File: src/rtl/core2_result_writeback.sv
// rtl/core2_result_writeback.sv - drains 256-bit Core2 results into a 128-bit memory as lo/hi beat pairs
module core2_result_writeback #(
   parameter int DATA   = 256,
   parameter int ADDR_W = 16,
   parameter int CNT_W  = 8
) (
   input  logic                clk,
   input  logic                rst_n,
   input  logic                start,
   input  logic [ADDR_W-1:0]   base_addr,
   input  logic [CNT_W-1:0]    count,
   input  logic                fifo_empty,
   input  logic [DATA-1:0]     fifo_data,
   output logic                fifo_rd_en,
   output logic                mem_wr_en,
   output logic [ADDR_W-1:0]   mem_addr,
   output logic [DATA/2-1:0]   mem_wr_data,
   input  logic                mem_ready,
   output logic                busy,
   output logic                done,
   output logic [CNT_W-1:0]    result_cnt
);

   localparam int HALF = DATA / 2;

   typedef enum logic [2:0] {
      S_IDLE  = 3'd0,
      S_READ  = 3'd1,
      S_WAIT  = 3'd2,
      S_WR_LO = 3'd3,
      S_WR_HI = 3'd4,
      S_DONE  = 3'd5
   } state_t;

   state_t              state_q, state_d;
   logic [ADDR_W-1:0]   ptr_q, ptr_d;
   logic [CNT_W-1:0]    remaining_q, remaining_d;
   logic [CNT_W-1:0]    result_cnt_q, result_cnt_d;
   logic [DATA-1:0]     result_q, result_d;

   // Next-state and datapath updates; a write beat advances only when mem_ready accepts it
   always_comb begin
      state_d      = state_q;
      ptr_d        = ptr_q;
      remaining_d  = remaining_q;
      result_cnt_d = result_cnt_q;
      result_d     = result_q;
      case (state_q)
         S_IDLE: begin
            if (start) begin
               ptr_d        = base_addr;
               remaining_d  = count;
               result_cnt_d = '0;
               state_d      = (count == '0) ? S_DONE : S_READ;
            end
         end
         S_READ: begin
            // The pop itself is the combinational fifo_rd_en below
            if (!fifo_empty) begin
               state_d = S_WAIT;
            end
         end
         S_WAIT: begin
            result_d = fifo_data;
            state_d  = S_WR_LO;
         end
         S_WR_LO: begin
            if (mem_ready) begin
               ptr_d   = ptr_q + ADDR_W'(1);
               state_d = S_WR_HI;
            end
         end
         S_WR_HI: begin
            if (mem_ready) begin
               ptr_d        = ptr_q + ADDR_W'(1);
               result_cnt_d = result_cnt_q + CNT_W'(1);
               remaining_d  = remaining_q - CNT_W'(1);
               state_d      = (remaining_q == CNT_W'(1)) ? S_DONE : S_READ;
            end
         end
         S_DONE: begin
            state_d = S_IDLE;
         end
         default: begin
            state_d = S_IDLE;
         end
      endcase
   end

   // State and datapath registers; reset abandons any transfer in flight
   always_ff @(posedge clk or negedge rst_n) begin
      if (!rst_n) begin
         state_q      <= S_IDLE;
         ptr_q        <= '0;
         remaining_q  <= '0;
         result_cnt_q <= '0;
         result_q     <= '0;
      end else begin
         state_q      <= state_d;
         ptr_q        <= ptr_d;
         remaining_q  <= remaining_d;
         result_cnt_q <= result_cnt_d;
         result_q     <= result_d;
      end
   end

   // Outputs decode from state and registers only; fifo_rd_en alone looks at fifo_empty
   always_comb begin
      fifo_rd_en  = (state_q == S_READ) && !fifo_empty;
      mem_wr_en   = (state_q == S_WR_LO) || (state_q == S_WR_HI);
      mem_addr    = mem_wr_en ? ptr_q : '0;
      mem_wr_data = '0;
      if (state_q == S_WR_LO) begin
         mem_wr_data = result_q[HALF-1:0];
      end else if (state_q == S_WR_HI) begin
         mem_wr_data = result_q[DATA-1:HALF];
      end
      busy       = (state_q != S_IDLE);
      done       = (state_q == S_DONE);
      result_cnt = result_cnt_q;
   end

endmodule

File: config.mk
export PLATFORM = sky130hd
export DESIGN_NAME = core2_result_writeback
export DESIGN_NICKNAME = d
export VERILOG_FILES = /design/src/rtl/core2_result_writeback.sv
export SDC_FILE = /design/constraint.sdc
export NUM_CORES = 1
export LEC_CHECK = 0
export CAP_MARGIN = 20
export CORE_ASPECT_RATIO = 0.75
export CORE_MARGIN = 2
export CORE_UTILIZATION = 50
export CTS_CLUSTER_DIAMETER = 200
export DETAILED_ROUTE_END_ITERATION = 6
export MAX_ROUTING_LAYER = met4
export PLACE_DENSITY = 0.87
export SLEW_MARGIN = 10
export SYNTH_ARGS = -nofsm -noshare
export SYNTH_HDL_FRONTEND = slang
export SYNTH_SLANG_ARGS = --single-unit
File: constraint.sdc
create_clock -name clk -period 4.5 [get_ports clk]
set_input_delay 0.45 -clock clk [delete_from_list [all_inputs] [get_ports clk]]
set_output_delay 0.45 -clock clk [all_outputs]
set_load 0.02 [all_outputs]
## After elaboration in Yosys (flattened, before gate mapping)

Cells that the tools add are included.

| cells by class | value |
|---|---|
| order comparisons | 0 |
| multiply operators | 0 |
| reduce and logical (&&, ||, !) cells | 12 |
| eq/ne operators | 11 |
| div/mod/pow operators | 0 |
| shift-type cells | 0 |
| add/subtract/negate cells | 3 |
| multiplexer cells | 19 |
| bitwise operators | 0 |

Operator list:

| operator | count |
|---|---|
| $mux W128 | 2 |
| $mux W16 | 3 |
| $mux W8 | 4 |
| $pmux W16 S2 | 1 |
| $pmux W8 S2 | 2 |
| $mux W3 | 6 |
| $add A16 B1 Y16 const B | 1 |
| $pmux W3 S5 | 1 |
| $add A8 B1 Y8 const B | 1 |
| $eq A8 B1 Y1 const B | 1 |
| $logic_not A8 Y1 | 1 |
| $ne A2 B2 Y1 const B | 4 |
| $sub A8 B1 Y8 const B | 1 |
| $eq A3 B2 Y1 const B | 2 |
| $eq A3 B3 Y1 const B | 2 |
| $reduce_and A3 Y1 | 2 |
| $reduce_and A4 Y1 | 1 |
| $reduce_bool A2 Y1 | 2 |
| $eq A3 B1 Y1 const B | 1 |
| $logic_not A3 Y1 | 1 |
| $reduce_bool A3 Y1 | 1 |
| $ne A2 B1 Y1 const B | 1 |
| $reduce_or A2 Y1 | 1 |
| $logic_and A1 B1 Y1 | 1 |
| 2 further kinds | 2 |

| word-level totals | value |
|---|---|
| logic and storage cells | 50 |
| bits in registers | 291 |
| output and inout port bits | 156 |
| bits in latches | 0 |
| ROM bits | 0 |
| input port bits | 285 |
| memories kept | 0 |
| RAM bits | 0 |

## Depth between registers and ports, before layout

Gate-level depths: netlist (run 1).

| depth | value |
|---|---|
| depth after elaboration | 4 |
| gate-level depth with buffers | 8 |
| gate-level depth less buffers | 6 |

## Least setup slack after synthesis (run 1)

OpenSTA, ideal clock, no wires.

| path | value |
|---|---|
| path kind | register -> output |
| start point | register state_q[0] |
| end point | output port mem_addr[10] |
| path slack | 2429 ps |
| stages on the path, launching flop included | 7 |
| data arrival time | 1621 ps |
| required time | 4050 ps |
| path buffers | 2 |
| cell sequence | dfrtp_1 clkbuf_2 nor3b_4 nor2_4 inv_2 clkbuf_1 and2_1 |

| on the way | value |
|---|---|
| cells in the longest elaborated chain, start to end | 3 |
| elaborated cells between the ends (all ways) | 4 |
| classes of those cells | eq/ne (2); mux (1); reduce/logical (1) |

RTL lines:

| item | RTL line | RTL |
|---|---|---|
| start: declaration | 35 | `state_t state_q, state_d;` |
| start signal: assignment | 99 | `state_q <= state_d;` |
| $eq A3 B2 Y1 or $eq A3 B3 Y1 (tied branches) | 110 | `mem_wr_en = (state_q == S_WR_LO) \|\| (state_q == S_WR_HI);` |
| $logic_or A1 B1 Y1 (*) | 110 |  |
| named net mem_wr_en | 15 | `output logic mem_wr_en,` |
| $mux W16 (*) | 111 | `mem_addr = mem_wr_en ? ptr_q : '0;` |
| end: declaration | 16 | `output logic [ADDR_W-1:0] mem_addr,` |

The timed path passes the listed nets; every way through them passes the cells marked *.

## Final worst setup path (run 1)

| path | value |
|---|---|
| start point | register state_q[0] |
| end point | output port mem_wr_data[24] |

| on the way | value |
|---|---|
| cells in the longest elaborated chain, start to end | 3 |
| elaborated cells between the ends (all ways) | 4 |
| classes of those cells | eq/ne (2); mux (2) |

RTL lines:

| item | RTL line | RTL |
|---|---|---|
| $eq A3 B3 Y1 | 115 | `end else if (state_q == S_WR_HI) begin` |
| $mux W128 | 115 |  |
| $mux W128 (*) | 113 | `if (state_q == S_WR_LO) begin` |
| end: declaration | 17 | `output logic [DATA/2-1:0] mem_wr_data,` |

Mark *: on every way between the ends. The rest lies on a longest branch, timed or not.

==> reports/results.md, run 1 <==
| Stage | Quantity | This run |
| --- | --- | --- |
| run status | Result of the run | finished clean |
| critical path | Crit end category | primary output |
| routing | Total iterations of the first detailed-routing run | 5 |
| power | Leakage | 0.00758 uW |
| timing | Final Cycle Share | 83.5% |
| layout | Nets | 1,668 |
| global routing | Initial antenna violation count | 2 |
| layout | Filler Cells Inserted | 1,729 |
| synthesis | Yosys warns | 0 |
| hold path | Min-delay worst type | in -> async |
| global routing | Grt ovf | 0 |
| routing | Number of nets still failing antenna checks after routing | 0 |
| placement | Routability-driven placement congestion ratio | 0.865 |
| layout | Layout cells sized above 1 | 23.2% |
| layout | Layout Utilization | 72.0% |
| critical path | Slack of the worst reg-to-reg path | 1990 ps |
| synthesis | Sequential share of the synthesized area | 55.5% |
| clock network | H-tree level count | 1 |
| critical path | Number of buffer and inverter instances along the worst setup path | 2 |
| timing | Total negative slack for setup checks | 0 ps |
| clock network | Number of buffers created by CTS | 30 |
| synthesis | Synth cell count leaders | sky130_fd_sc_hd__dfrtp_1, sky130_fd_sc_hd__mux2_2, sky130_fd_sc_hd__a22o_1 |
| floorplanning | Ports | 441 |
| layout | Flip-flop and latch area | 7280 sq um |
| layout | Area overhead of the layout relative to synthesis | 42.0% |
| timing | Layout Skew | 6.64 ps |
| timing | Time the final worst path needs with I/O delays and setup | 3760 ps |
| global routing | Total routing usage reported by global routing | 27.5% |
| clock network | Clock Sinks | 291 |
| clock network | TritonCTS clock tree | yes |
| synthesis | Synthesized cell area | 13,100 sq um |
| clock network | Number of buffers inserted by post-CTS setup repair | 0 |
| routing | Drt wl/cell | 21.8 microns |
| global routing | Wire length of the first global-routing pass | 57,200 microns |
| critical path | Worst Path Required | 4050 ps |
| timing | Final hold violation count | 0 |
| timing | Highest clock frequency the design can meet | 0.266 GHz |
| timing | Slew Limit Headroom | 35.4% |
| clock network | Maximum number of buffers from clock root to sink | 3 |
| routing | Routed Wire Length | 38,100 microns |
| synthesis | Count of mapped cells out of synthesis | 969 |
| critical path | Critical path launch point type | flip-flop |
| clock network | Root cell of the clock tree | sky130_fd_sc_hd__clkbuf_16 |
| global routing | Via count of the first global-routing pass | 10,400 |
| floorplanning | Die width | 191 microns |
| synthesis | Number of library cell types mapped by synthesis | 58 |
| routing | Via/cell ratio | 5.69 |
| clock network | Clock insertion delay at the later pin of the skew report | 550 ps |
| timing | Least-Margin Pin Slew | 968 ps |
| layout | Multi-input combinational cell area | 5360 sq um |
| critical path | Highest cell delay on the worst timing path | 720 ps |
| critical path | Largest fanout on the critical path | 80 |
| routing | Via count | 9,945 |
| routing | Final routed DRC violation total | 0 |
| timing | Final setup fails | 0 |
| timing | Fin. max-slew vios | 0 |
| global routing | Largest net degree at the start of global routing | 120 |
| synthesis | Top cell type by total area after synthesis | sky130_fd_sc_hd__dfrtp_1 |
| placement | Sum of net half-perimeters after detailed placement | 26,700 microns |
| synthesis | Number of synthesized flops with an enable pin | 0 |
| run | Number of max-cap violations | 0 |
| synthesis | Most frequent cell after synthesis | sky130_fd_sc_hd__dfrtp_1 |
| critical path | Top delay family on crit path | buffers and inverters |
| synthesis | Mapped Nets | 1,258 |
| clock network | Hold_buf cts | 0 |
| clock network | Post-cts repair resize count | 0 |
| placement | Port Buffers | 440 |
| synthesis | Prevailing post-synth register cell | sky130_fd_sc_hd__dfrtp_1 |
| synthesis | Proportion of synthesized flip-flops having asynchronous set or reset | 100% |
| floorplanning | Floorplan row count | 51 |
| synthesis | Main area contributors after synthesis | sky130_fd_sc_hd__dfrtp_1, sky130_fd_sc_hd__mux2_2, sky130_fd_sc_hd__a22o_1, sky130_fd_sc_hd__buf_4, sky130_fd_sc_hd__a21oi_1 |
| floorplanning | Die area | 27,600 sq um |
| synthesis | Average size of a mapped cell | 13.6 sq um |
| critical path | Cells along the critical path | and3b_4 > buf_4 > a22o_1 > clkdlybuf4s50_1 |
| floorplanning | Starting utilization of the core area | 50.7% |
| floorplanning | Core ar. | 25,900 sq um |
| clock network | Worst-path clk slew | 60 ps |
| power | Power per cell area | 708 nW/um^2 |
| critical path | Slowest cell on the critical path | sky130_fd_sc_hd__dfrtp_1 |
| critical path | Critical path type | reg -> out |
| synthesis | Share of Yosys cell area claimed by the top area cell type | 55.5% |
| synthesis | Number of synthesized register bits | 291 |
| floorplanning | Y dimension of the die | 144 microns |
| power | Largest voltage drop on the vdd net | 0.472 mV |
| timing | Setup repair after global routing missed its margin | false |
| routing | Count of routing violations after the opening detailed-route iteration | 514 |
| critical path | Arrival time reported for the critical path endpoint | 3310 ps |
metrics by stage:
stage	setup slack, ps	hold WS, ps	instance area (sq um)	instances	power, uW
floorplan	2430	154	13100	969	8630
detailed placement	1310	496	17700	1691	10800
global route	591	63.5	18600	1747	13900
CTS	724	26.6	18600	1745	13200
finish	741	0.808	18600	1747	13200
global placement	1310	489	17700	1691	10500
cells by family (layout without fill, tap and decap cells):
kind of cell | after synthesis | count (layout) | synth area share [%]
flip-flops | 291 | 291 | 55.5
other | 0 | 2 | 0
XOR/XNOR | 5 | 5 | 0.334
AO/OA/AOI/OAI | 217 | 217 | 13.1
buffers and inverters | 86 | 518 | 3.79
multiplexers | 257 | 257 | 22.0
adder cells (fa/ha/maj) | 4 | 4 | 0.381
AND/OR/NAND/NOR | 109 | 109 | 4.94
metal layers:
layer  global-route usage, %  part of all wire (%)  wire length, microns  up-vias
li1                        -                     -                     -     4449
met1                    32.4                    38                 14600     4982
met2                    46.2                    50                 19000      430
met3                    7.21                   8.2                  3130       84
met4                    9.51                   3.6                  1360        0
met5                       -                     0                     0        -
final timing paths:
check                             start               to  cells past startpoint
setup / recovery             state_q[0]  mem_wr_data[24]                      4
hold / removal                    rst_n    result_q[137]                      1
setup reg to reg             state_q[0]         ptr_q[6]                      5
hold reg to reg            result_q[70]     result_q[70]                      1
max in group asynchronous         rst_n     result_q[34]                      2
min in group clk           result_q[70]     result_q[70]                      1
power breakdown:
group	leakage [uW]	internal [uW]	switching (uW)
Clock	0.000460	1390	1010
Combinational	0.00368	3180	2720
Sequential	0.00345	3960	916
area by class of cell:
type | count | share of cell area, %
multi-input combinational | 592 | 28.8
inverter | 12 | 0.242
timing repair buffer | 452 | 24.5
tap | 344 | 2.31
clock buffer | 49 | 4.95
antenna | 2 | 0.0268
clock inverter | 5 | 0.175
sequential | 291 | 39.1
cell usage in the layout (no fill, tap or decap), drive strengths merged, types with 15 or more instances in the layout:
cell type	n
and2	17
a22o	128
clkdlybuf4s50	439
o21ai	19
dfrtp	291
mux2	257
clkbuf	49
nand2	15
nor2	20
a21oi	27
state kept, by name, summed over array words and instances (netlist names):
register and count:
result_cnt 8, remaining_q 8, result_q 256, state_q 3
ptr_q 16
Note: power is estimated with default switching activity, not from simulation.
==> inputs of run 2 (changes only) <==
Settings changed: CORE_UTILIZATION 50 to 46, PLACE_DENSITY 0.87 to 0.81.
Clock period 4.5 ns to 3.6 ns, I/O delays scaled along.
==> reports/results.md, run 2 (synthesis gave the netlist of run 1 again) <==
| Stage | Quantity | This run | Delta |
| --- | --- | --- | --- |
| timing | Final Cycle Share | 93.9% |  |
| clock network | TritonCTS clock tree | yes |  |
| power | Largest voltage drop on the vdd net | 0.520 mV | +10% |
| power | Share of total power in the clock network | 19.1% | +0.9 points |
| clock network | Clock insertion delay at the later pin of the skew report | 560 ps | about the same |
| floorplanning | Ports | 441 | unchanged |
| timing | Worst-case setup margin in the final layout | 220 ps | -521 ps |
| timing | Slew Limit Headroom | 38.3% | +2.9 points |
| timing | Setup repair after global routing missed its margin | false |  |
| run | Number of max-cap violations | 0 | unchanged |
| layout | Commonest non-fill, non-tap cell in the layout | sky130_fd_sc_hd__clkdlybuf4s50_1 |  |
| power | Internal power | 10,800 uW | +27% |
| global routing | Initial antenna violation count | 2 | unchanged |
| floorplanning | Y dimension of the die | 150 microns | +4.1% |
| power | Leakage | 0.00768 uW | +1.3% |
| layout | Final non-filler cell total | 1,798 | +2.9% |
| floorplanning | Core ar. | 28,100 sq um | +8.3% |
| routing | Drt wl/cell | 20.9 microns | -4.2% |
| power | Total net switching power | 5790 uW | +24% |
| floorplanning | Starting utilization of the core area | 46.8% | -3.9 points |
| power | Switch share | 34.8% | -0.47 points |
| critical path | Critical path type | reg -> out |  |
| timing | Time the final worst path needs with I/O delays and setup | 3380 ps |  |
| timing | Final setup fails | 0 | unchanged |
| timing | Final hold violation count | 0 | unchanged |
| routing | Final routed DRC violation total | 0 | unchanged |
| hold path | Min-Delay Startpoint | fifo_data[252] |  |
| critical path | Worst r2r dst | ptr_q[8] |  |
| critical path | Arrival time reported for the critical path endpoint | 3020 ps | -290 ps |
| routing | Total iterations of the first detailed-routing run | 5 | unchanged |
| timing | Post-route worst hold slack | 403 ps | +403 ps |
| run status | Result of the run | finished clean |  |
| layout | Regs by FF count | result_q x256, ptr_q x16 |  |
| clock network | Worst-path clk slew | 60 ps | about the same |
| layout | Nets | 1,675 | +0.42% |
| timing | Highest clock frequency the design can meet | 0.296 GHz |  |
| timing | Total negative slack for setup checks | 0 ps | unchanged |
| critical path | Critical register-to-register path startpoint | state_q[0] |  |
| clock network | Root cell of the clock tree | sky130_fd_sc_hd__clkbuf_16 |  |
| timing | Least-Margin Pin Slew | 925 ps | -43.4 ps |
| layout | Max reg flops | 256 | unchanged |
| layout | Layout cells sized above 1 | 24.1% | +0.92 points |
| critical path | Critical path launch point type | flip-flop |  |
| timing | Layout Skew | 17.9 ps | +11.2 ps |
| clock network | Maximum number of buffers from clock root to sink | 3 | unchanged |
| power | Power per cell area | 882 nW/um^2 | +25% |
| global routing | Wire length of the first global-routing pass | 56,500 microns | -1.2% |
| power | Total design power | 16,600 uW | +26% |
| power | Combinational cell fraction of total power | 44.2% | -0.6 points |
| layout | Largest register by flop count | result_q |  |
| routing | Routed Wire Length | 37,600 microns | -1.4% |
| placement | Post-Place Worst Slack | 739 ps | -568 ps |
| routing | Number of nets still failing antenna checks after routing | 0 | unchanged |
| critical path | Largest fanout on the critical path | 78 | -2.5% |
| global routing | Largest net degree at the start of global routing | 120 | unchanged |
| global routing | Via count of the first global-routing pass | 10,200 | -1.5% |
| layout | Highest-count cells in the layout ignoring fill and taps | sky130_fd_sc_hd__clkdlybuf4s50_1, sky130_fd_sc_hd__dfrtp_1, sky130_fd_sc_hd__mux2_2 |  |
| clock network | H-tree level count | 1 | unchanged |
| hold path | Hold-critical path endpoint | result_q[252] |  |
| floorplanning | Die width | 199 microns | +4.2% |
| clock network | Clock Sinks | 291 | unchanged |
| routing | Via count | 9,974 | +0.29% |
| critical path | Crit end category | primary output |  |
| clock network | Number of buffers created by CTS | 30 | unchanged |
| critical path | Worst Path Required | 3240 ps | -810 ps |
| critical path | Slack of the worst reg-to-reg path | 1210 ps | -780 ps |
| routing | Via/cell ratio | 5.55 | -2.6% |
| routing | Count of routing violations after the opening detailed-route iteration | 503 | -2.1% |
| placement | Instance count after placement with tap cells included | 1,738 | +2.8% |
| layout | Area overhead of the layout relative to synthesis | 43.6% |  |
| global routing | Total routing usage reported by global routing | 25.0% | -2.6 points |
| floorplanning | Die area | 29,900 sq um | +8.5% |
| critical path | FF-to-FF path depth | 5 | unchanged |
| placement | Port Buffers | 440 | unchanged |
| floorplanning | Floorplan row count | 53 | +3.9% |
| hold path | Min-delay worst type | in -> reg |  |
| timing | Fin. max-slew vios | 0 | unchanged |
| global routing | Grt ovf | 0 | unchanged |
| hold path | Hold path cells | 2 |  |
| placement | Routability-driven placement congestion ratio | 0.850 | -1.7% |
| placement | Sum of net half-perimeters after detailed placement | 26,800 microns | +0.58% |
| power | Register share of total power | 36.7% | -0.3 points |
[run 2: changes by cell type in the layout (fill, tap and decap cells not counted), moves of 2 or more]
| cell | previous run | this run |
|---|---|---|
| sky130_fd_sc_hd__buf_4 | 7 | 10 |
| sky130_fd_sc_hd__clkinvlp_4 | 3 | 1 |
| sky130_fd_sc_hd__buf_12 | 5 | 8 |
| sky130_fd_sc_hd__clkinv_2 | 2 | 11 |
| sky130_fd_sc_hd__clkbuf_1 | 10 | 3 |
| sky130_fd_sc_hd__bufinv_16 | 0 | 3 |
| sky130_fd_sc_hd__clkbuf_8 | 8 | 6 |
[run 2: stage by stage]
| step | instance area (sq um) | utilization (%) |
|---|---|---|
| floorplan | 13100 | - |
| global placement | 17800 | 63.5 |
| detailed placement | 17800 | 63.5 |
| CTS | 18800 | 67.2 |
| global route | 18900 | 67.2 |
| finish | 18900 | 67.2 |
[run 2: worst max-delay path, stage by stage, from the launching register on]
cell and delay (ps):
sky130_fd_sc_hd__dfrtp_1 640, sky130_fd_sc_hd__nor3b_4 460, sky130_fd_sc_hd__buf_12 380, sky130_fd_sc_hd__o21ai_0 270, sky130_fd_sc_hd__inv_1 110, sky130_fd_sc_hd__clkdlybuf4s50_1 610
[run 2: layer usage]
metal / global-route usage (%) / part of all wire [%] / wire [microns] / vias up
met5: - / 0 / 0 / -
met4: 10.3 / 4.6 / 1710 / 0
met3: 7.39 / 9.4 / 3540 / 111
met2: 39.1 / 47 / 17600 / 472
met1: 30.3 / 39 / 14700 / 4916
li1: - / - / - / 4475
[run 2: layout make-up]
class	instances	area, sq um
Sequential cell	291	7280
Inverter	12	47.5
Timing Repair Buffer	459	4650
Multi-Input combinational cell	592	5360
Antenna cell	3	7.51
Fill cell	2060	9200
Clock buffer	39	845
Tap cell	385	482
Clock inverter	17	178
[run 2: worst max path at each step]
stage	start	endpoint	slack [ps]	cells past startpoint
after floorplan	state_q[0]	mem_addr[10]	1620	6
after global placement	state_q[2]	mem_addr[9]	840	5
after detailed placement	state_q[2]	mem_addr[5]	740	5
after CTS	state_q[2]	mem_addr[9]	150	5
after global routing	state_q[2]	mem_addr[5]	40	5
final	state_q[2]	mem_addr[5]	220	5
[run 2: power groups by stage]
stage	Combinational, uW	Sequential, uW	Clock (uW)
after detailed placement	7340	6120	0
after global placement	7140	6090	0
after CTS	7390	6080	3250
after floorplan	5130	5660	0
after global routing	7840	6280	3380
final	7350	6110	3180
[run 2: repair_timing]
action | 4_1_cts | 5_1_grt
setup endpoints to repair | 0 | 2
buffers inserted | 0 | 0
endpoints found under the hold margin | 112 | 0
resized for setup | 0 | 2
hold buffers | 1 | 0
==> inputs of run 3 (changes only) <==
Settings changed: ABC_AREA set to 1, PLACE_DENSITY 0.81 to 0.8.
==> reports/results.md, run 3 <==
| Stage | Quantity | This run | Delta |
| --- | --- | --- | --- |
| layout | Highest-count cells in the layout ignoring fill and taps | sky130_fd_sc_hd__nand2_1, sky130_fd_sc_hd__clkdlybuf4s50_1, sky130_fd_sc_hd__dfrtp_1 |  |
| global routing | Largest net degree at the start of global routing | 258 | +110% |
| layout | Area overhead of the layout relative to synthesis | 43.1% |  |
| synthesis | Proportion of synthesized flip-flops having asynchronous set or reset | 100% | unchanged |
| synthesis | Synth cell count leaders | sky130_fd_sc_hd__nand2_1, sky130_fd_sc_hd__dfrtp_1, sky130_fd_sc_hd__a22o_1 |  |
| timing | Final setup fails | 0 | unchanged |
| global routing | Total routing usage reported by global routing | 27.7% | +2.7 points |
| synthesis | Number of synthesized register bits | 291 | unchanged |
| timing | Setup repair after global routing missed its margin | false |  |
| global routing | Via count of the first global-routing pass | 12,200 | +20% |
| layout | Layout Utilization | 67.5% | +0.29 points |
| global routing | Routing layer with the top usage in global route | met2 |  |
| timing | Layout Skew | 9.91 ps | -7.95 ps |
| synthesis | Mapped Nets | 1,930 | +53% |
| layout | Largest register by flop count | result_q |  |
| power | Leakage | 0.00930 uW | +21% |
| routing | Via count | 12,500 | +26% |
| clock network | Worst-path clk slew | 70 ps | about the same |
| placement | Port Buffers | 440 | unchanged |
| layout | Total non-filler cell area in the finished layout | 19,100 sq um | +1.4% |
| synthesis | Main area contributors after synthesis | sky130_fd_sc_hd__dfrtp_1, sky130_fd_sc_hd__nand2_1, sky130_fd_sc_hd__a22o_1, sky130_fd_sc_hd__nor2_1, sky130_fd_sc_hd__buf_2 |  |
| critical path | Number of buffer and inverter instances along the worst setup path | 3 | unchanged |
| floorplanning | Die width | 201 microns | +0.86% |
| critical path | Highest cell delay on the worst timing path | 640 ps | about the same |
| floorplanning | Starting utilization of the core area | 47.2% | +0.37 points |
| placement | Sum of net half-perimeters after detailed placement | 28,200 microns | +5.1% |
| critical path | Critical path type | reg -> out |  |
| synthesis | Number of synthesized flops with an enable pin | 0 | unchanged |
| critical path | Crit end category | primary output |  |
| global routing | Initial antenna violation count | 1 | -1 |
| layout | Nets | 2,321 | +39% |
| timing | Final Cycle Share | 87.8% | -6.1 points |
| timing | Time the final worst path needs with I/O delays and setup | 3160 ps | -220 ps |
| clock network | Number of buffers created by CTS | 30 | unchanged |
| synthesis | Sequential share of the synthesized area | 54.5% | -0.96 points |
| global routing | Wire length of the first global-routing pass | 65,300 microns | +16% |
| critical path | Critical path launch point type | flip-flop |  |
| timing | Total negative slack for setup checks | 0 ps | unchanged |
| routing | Number of nets still failing antenna checks after routing | 0 | unchanged |
| power | Power per cell area | 839 nW/um^2 | -4.8% |
| layout | Filler Cells Inserted | 2,236 | +8.5% |
| clock network | Clock Sinks | 291 | unchanged |
| global routing | Met1 Use GR | 34.5% | +4.2 points |
| layout | Max reg flops | 256 | unchanged |
| critical path | Top delay family on crit path | buffers and inverters |  |
| routing | Routed Wire Length | 41,900 microns | +11% |
| routing | Final routed DRC violation total | 0 | unchanged |
| timing | Least-Margin Pin Slew | 1530 ps | +607 ps |
| floorplanning | Ports | 441 | unchanged |
| routing | Via/cell ratio | 5.14 | -7.4% |
| run status | Result of the run | finished with violations |  |
| clock network | Root cell of the clock tree | sky130_fd_sc_hd__clkbuf_16 |  |
| critical path | Worst Path Required | 3240 ps | about the same |
| synthesis | Yosys warns | 0 | unchanged |
| clock network | Number of buffers inserted by post-CTS setup repair | 0 | unchanged |
| global routing | Global-route met2 utilization | 43.7% | +4.6 points |
| run status | Violated checks | max-slew violations |  |
| floorplanning | Floorplan row count | 53 | unchanged |
| layout | Multi-input combinational cell area | 5410 sq um | +0.91% |
| synthesis | Most frequent cell after synthesis | sky130_fd_sc_hd__nand2_1 |  |
| clock network | Maximum number of buffers from clock root to sink | 3 | unchanged |
| synthesis | Synthesized cell area | 13,400 sq um | +1.8% |
| synthesis | Prevailing post-synth register cell | sky130_fd_sc_hd__dfrtp_1 |  |
| run | Number of max-cap violations | 0 | unchanged |
| timing | Fin. max-slew vios | 85 | +85 |
| timing | Highest clock frequency the design can meet | 0.316 GHz | +7.0% |
| critical path | Slowest cell on the critical path | sky130_fd_sc_hd__clkdlybuf4s50_1 |  |
| layout | Commonest non-fill, non-tap cell in the layout | sky130_fd_sc_hd__nand2_1 |  |
| global routing | Grt ovf | 0 | unchanged |
| routing | Drt wl/cell | 17.1 microns | -18% |
| placement | Routability-driven placement congestion ratio | 0.949 | +12% |
| synthesis | Top cell type by total area after synthesis | sky130_fd_sc_hd__dfrtp_1 |  |
| synthesis | Count of mapped cells out of synthesis | 1,641 | +69% |
| critical path | Arrival time reported for the critical path endpoint | 2800 ps | -220 ps |
| hold path | Min-delay worst type | in -> reg |  |
| clock network | Clock insertion delay at the later pin of the skew report | 550 ps | about the same |
| clock network | Post-cts repair resize count | 0 | unchanged |
| synthesis | Share of Yosys cell area claimed by the top area cell type | 54.5% | -0.96 points |
| critical path | Cells along the critical path | nor2_2 > nand2_2 > inv_4 > buf_12 > a22o_1 > clkdlybuf4s50_1 |  |
| critical path | Largest fanout on the critical path | 74 | -5.1% |
| routing | Count of routing violations after the opening detailed-route iteration | 887 | +76% |
| clock network | H-tree level count | 1 | unchanged |
| layout | Flip-flop and latch area | 7280 sq um | unchanged |
| timing | Slew Limit Headroom | -2.10% | -40 points |
| floorplanning | Die area | 30,400 sq um | +1.7% |
| layout | Layout cells sized above 1 | 4.23% | -20 points |
| layout | Regs by FF count | result_q x256, ptr_q x16 |  |
| floorplanning | Y dimension of the die | 152 microns | +0.85% |
| timing | Final hold violation count | 0 | unchanged |
| power | Largest voltage drop on the vdd net | 0.532 mV | +2.3% |
| placement | Cell area reported after detailed placement | 18,000 sq um | +0.93% |
| routing | Total iterations of the first detailed-routing run | 5 | unchanged |
| clock network | TritonCTS clock tree | yes |  |
| clock network | Hold_buf cts | 1 | unchanged |
| floorplanning | Core ar. | 28,300 sq um | +0.95% |
| global routing | Met3 GRT Util | 7.76% | +0.37 points |
| synthesis | Average size of a mapped cell | 8.14 sq um | -40% |
| synthesis | Number of library cell types mapped by synthesis | 28 | -52% |
==> run 3: final timing paths <==
path	start	end	slack, ps	depth (start not counted)
min	fifo_data[106]	result_q[106]	330	3
max reg2reg	state_q[1]	remaining_q[6]	1310	10
min reg2reg	result_q[143]	result_q[143]	480	2
max	state_q[1]	mem_wr_data[98]	440	6
min in group asynchronous	rst_n	result_q[144]	400	2
max in group asynchronous	rst_n	result_q[227]	2140	3
==> run 3: layout make-up <==
cell class	count	area share, %
Antenna cell	1	0.0131
Clock buffer	37	4.39
Clock inverter	19	1.50
Inverter	51	1.04
Multi-Input combinational cell	1204	28.3
Sequential cell	291	38.1
Tap cell	385	2.52
Timing Repair Buffer	454	24.2
==> run 3: per-layer routing <==
metal / vias up / part of all wire, %
met5: - / 0
met4: 0 / 3.8
met3: 99 / 8.5
met2: 515 / 47
met1: 5943 / 41
li1: 5987 / -
==> run 3: worst reg2reg max path: cells and delay by family, from the launching register on <==
family                 cells  cell delay (ps)
flip-flops                 1              470
AND/OR/NAND/NOR            6             1070
buffers and inverters      3              610
AO/OA/AOI/OAI              1               90
==> run 3: report_power, final <==
| group | internal [uW] | switching [uW] |
|---|---|---|
| sequential | 4880 | 1040 |
| clock | 2150 | 1330 |
| combinational | 2680 | 3960 |
==> run 3: logic make-up after synthesis <==
| kind of cell | after synthesis | share of synthesized area, % |
|---|---|---|
| AND/OR/NAND/NOR | 1035 | 30.1 |
| XOR/XNOR | 2 | 0.131 |
| flip-flops | 291 | 54.5 |
| AO/OA/AOI/OAI | 163 | 9.73 |
| buffers and inverters | 146 | 5.12 |
| adder cells (fa/ha/maj) | 4 | 0.375 |
==> run 3: through the flow <==
stage	instances	hold WS [ps]	total power, uW	setup WS [ps]
after floorplan	1641	64.4	10100	1750
after global placement	2384	447	12300	1100
after detailed placement	2384	454	12500	1050
final	2442	328	16000	440
after global routing	2442	311	17200	289
after CTS	2441	300	16100	429
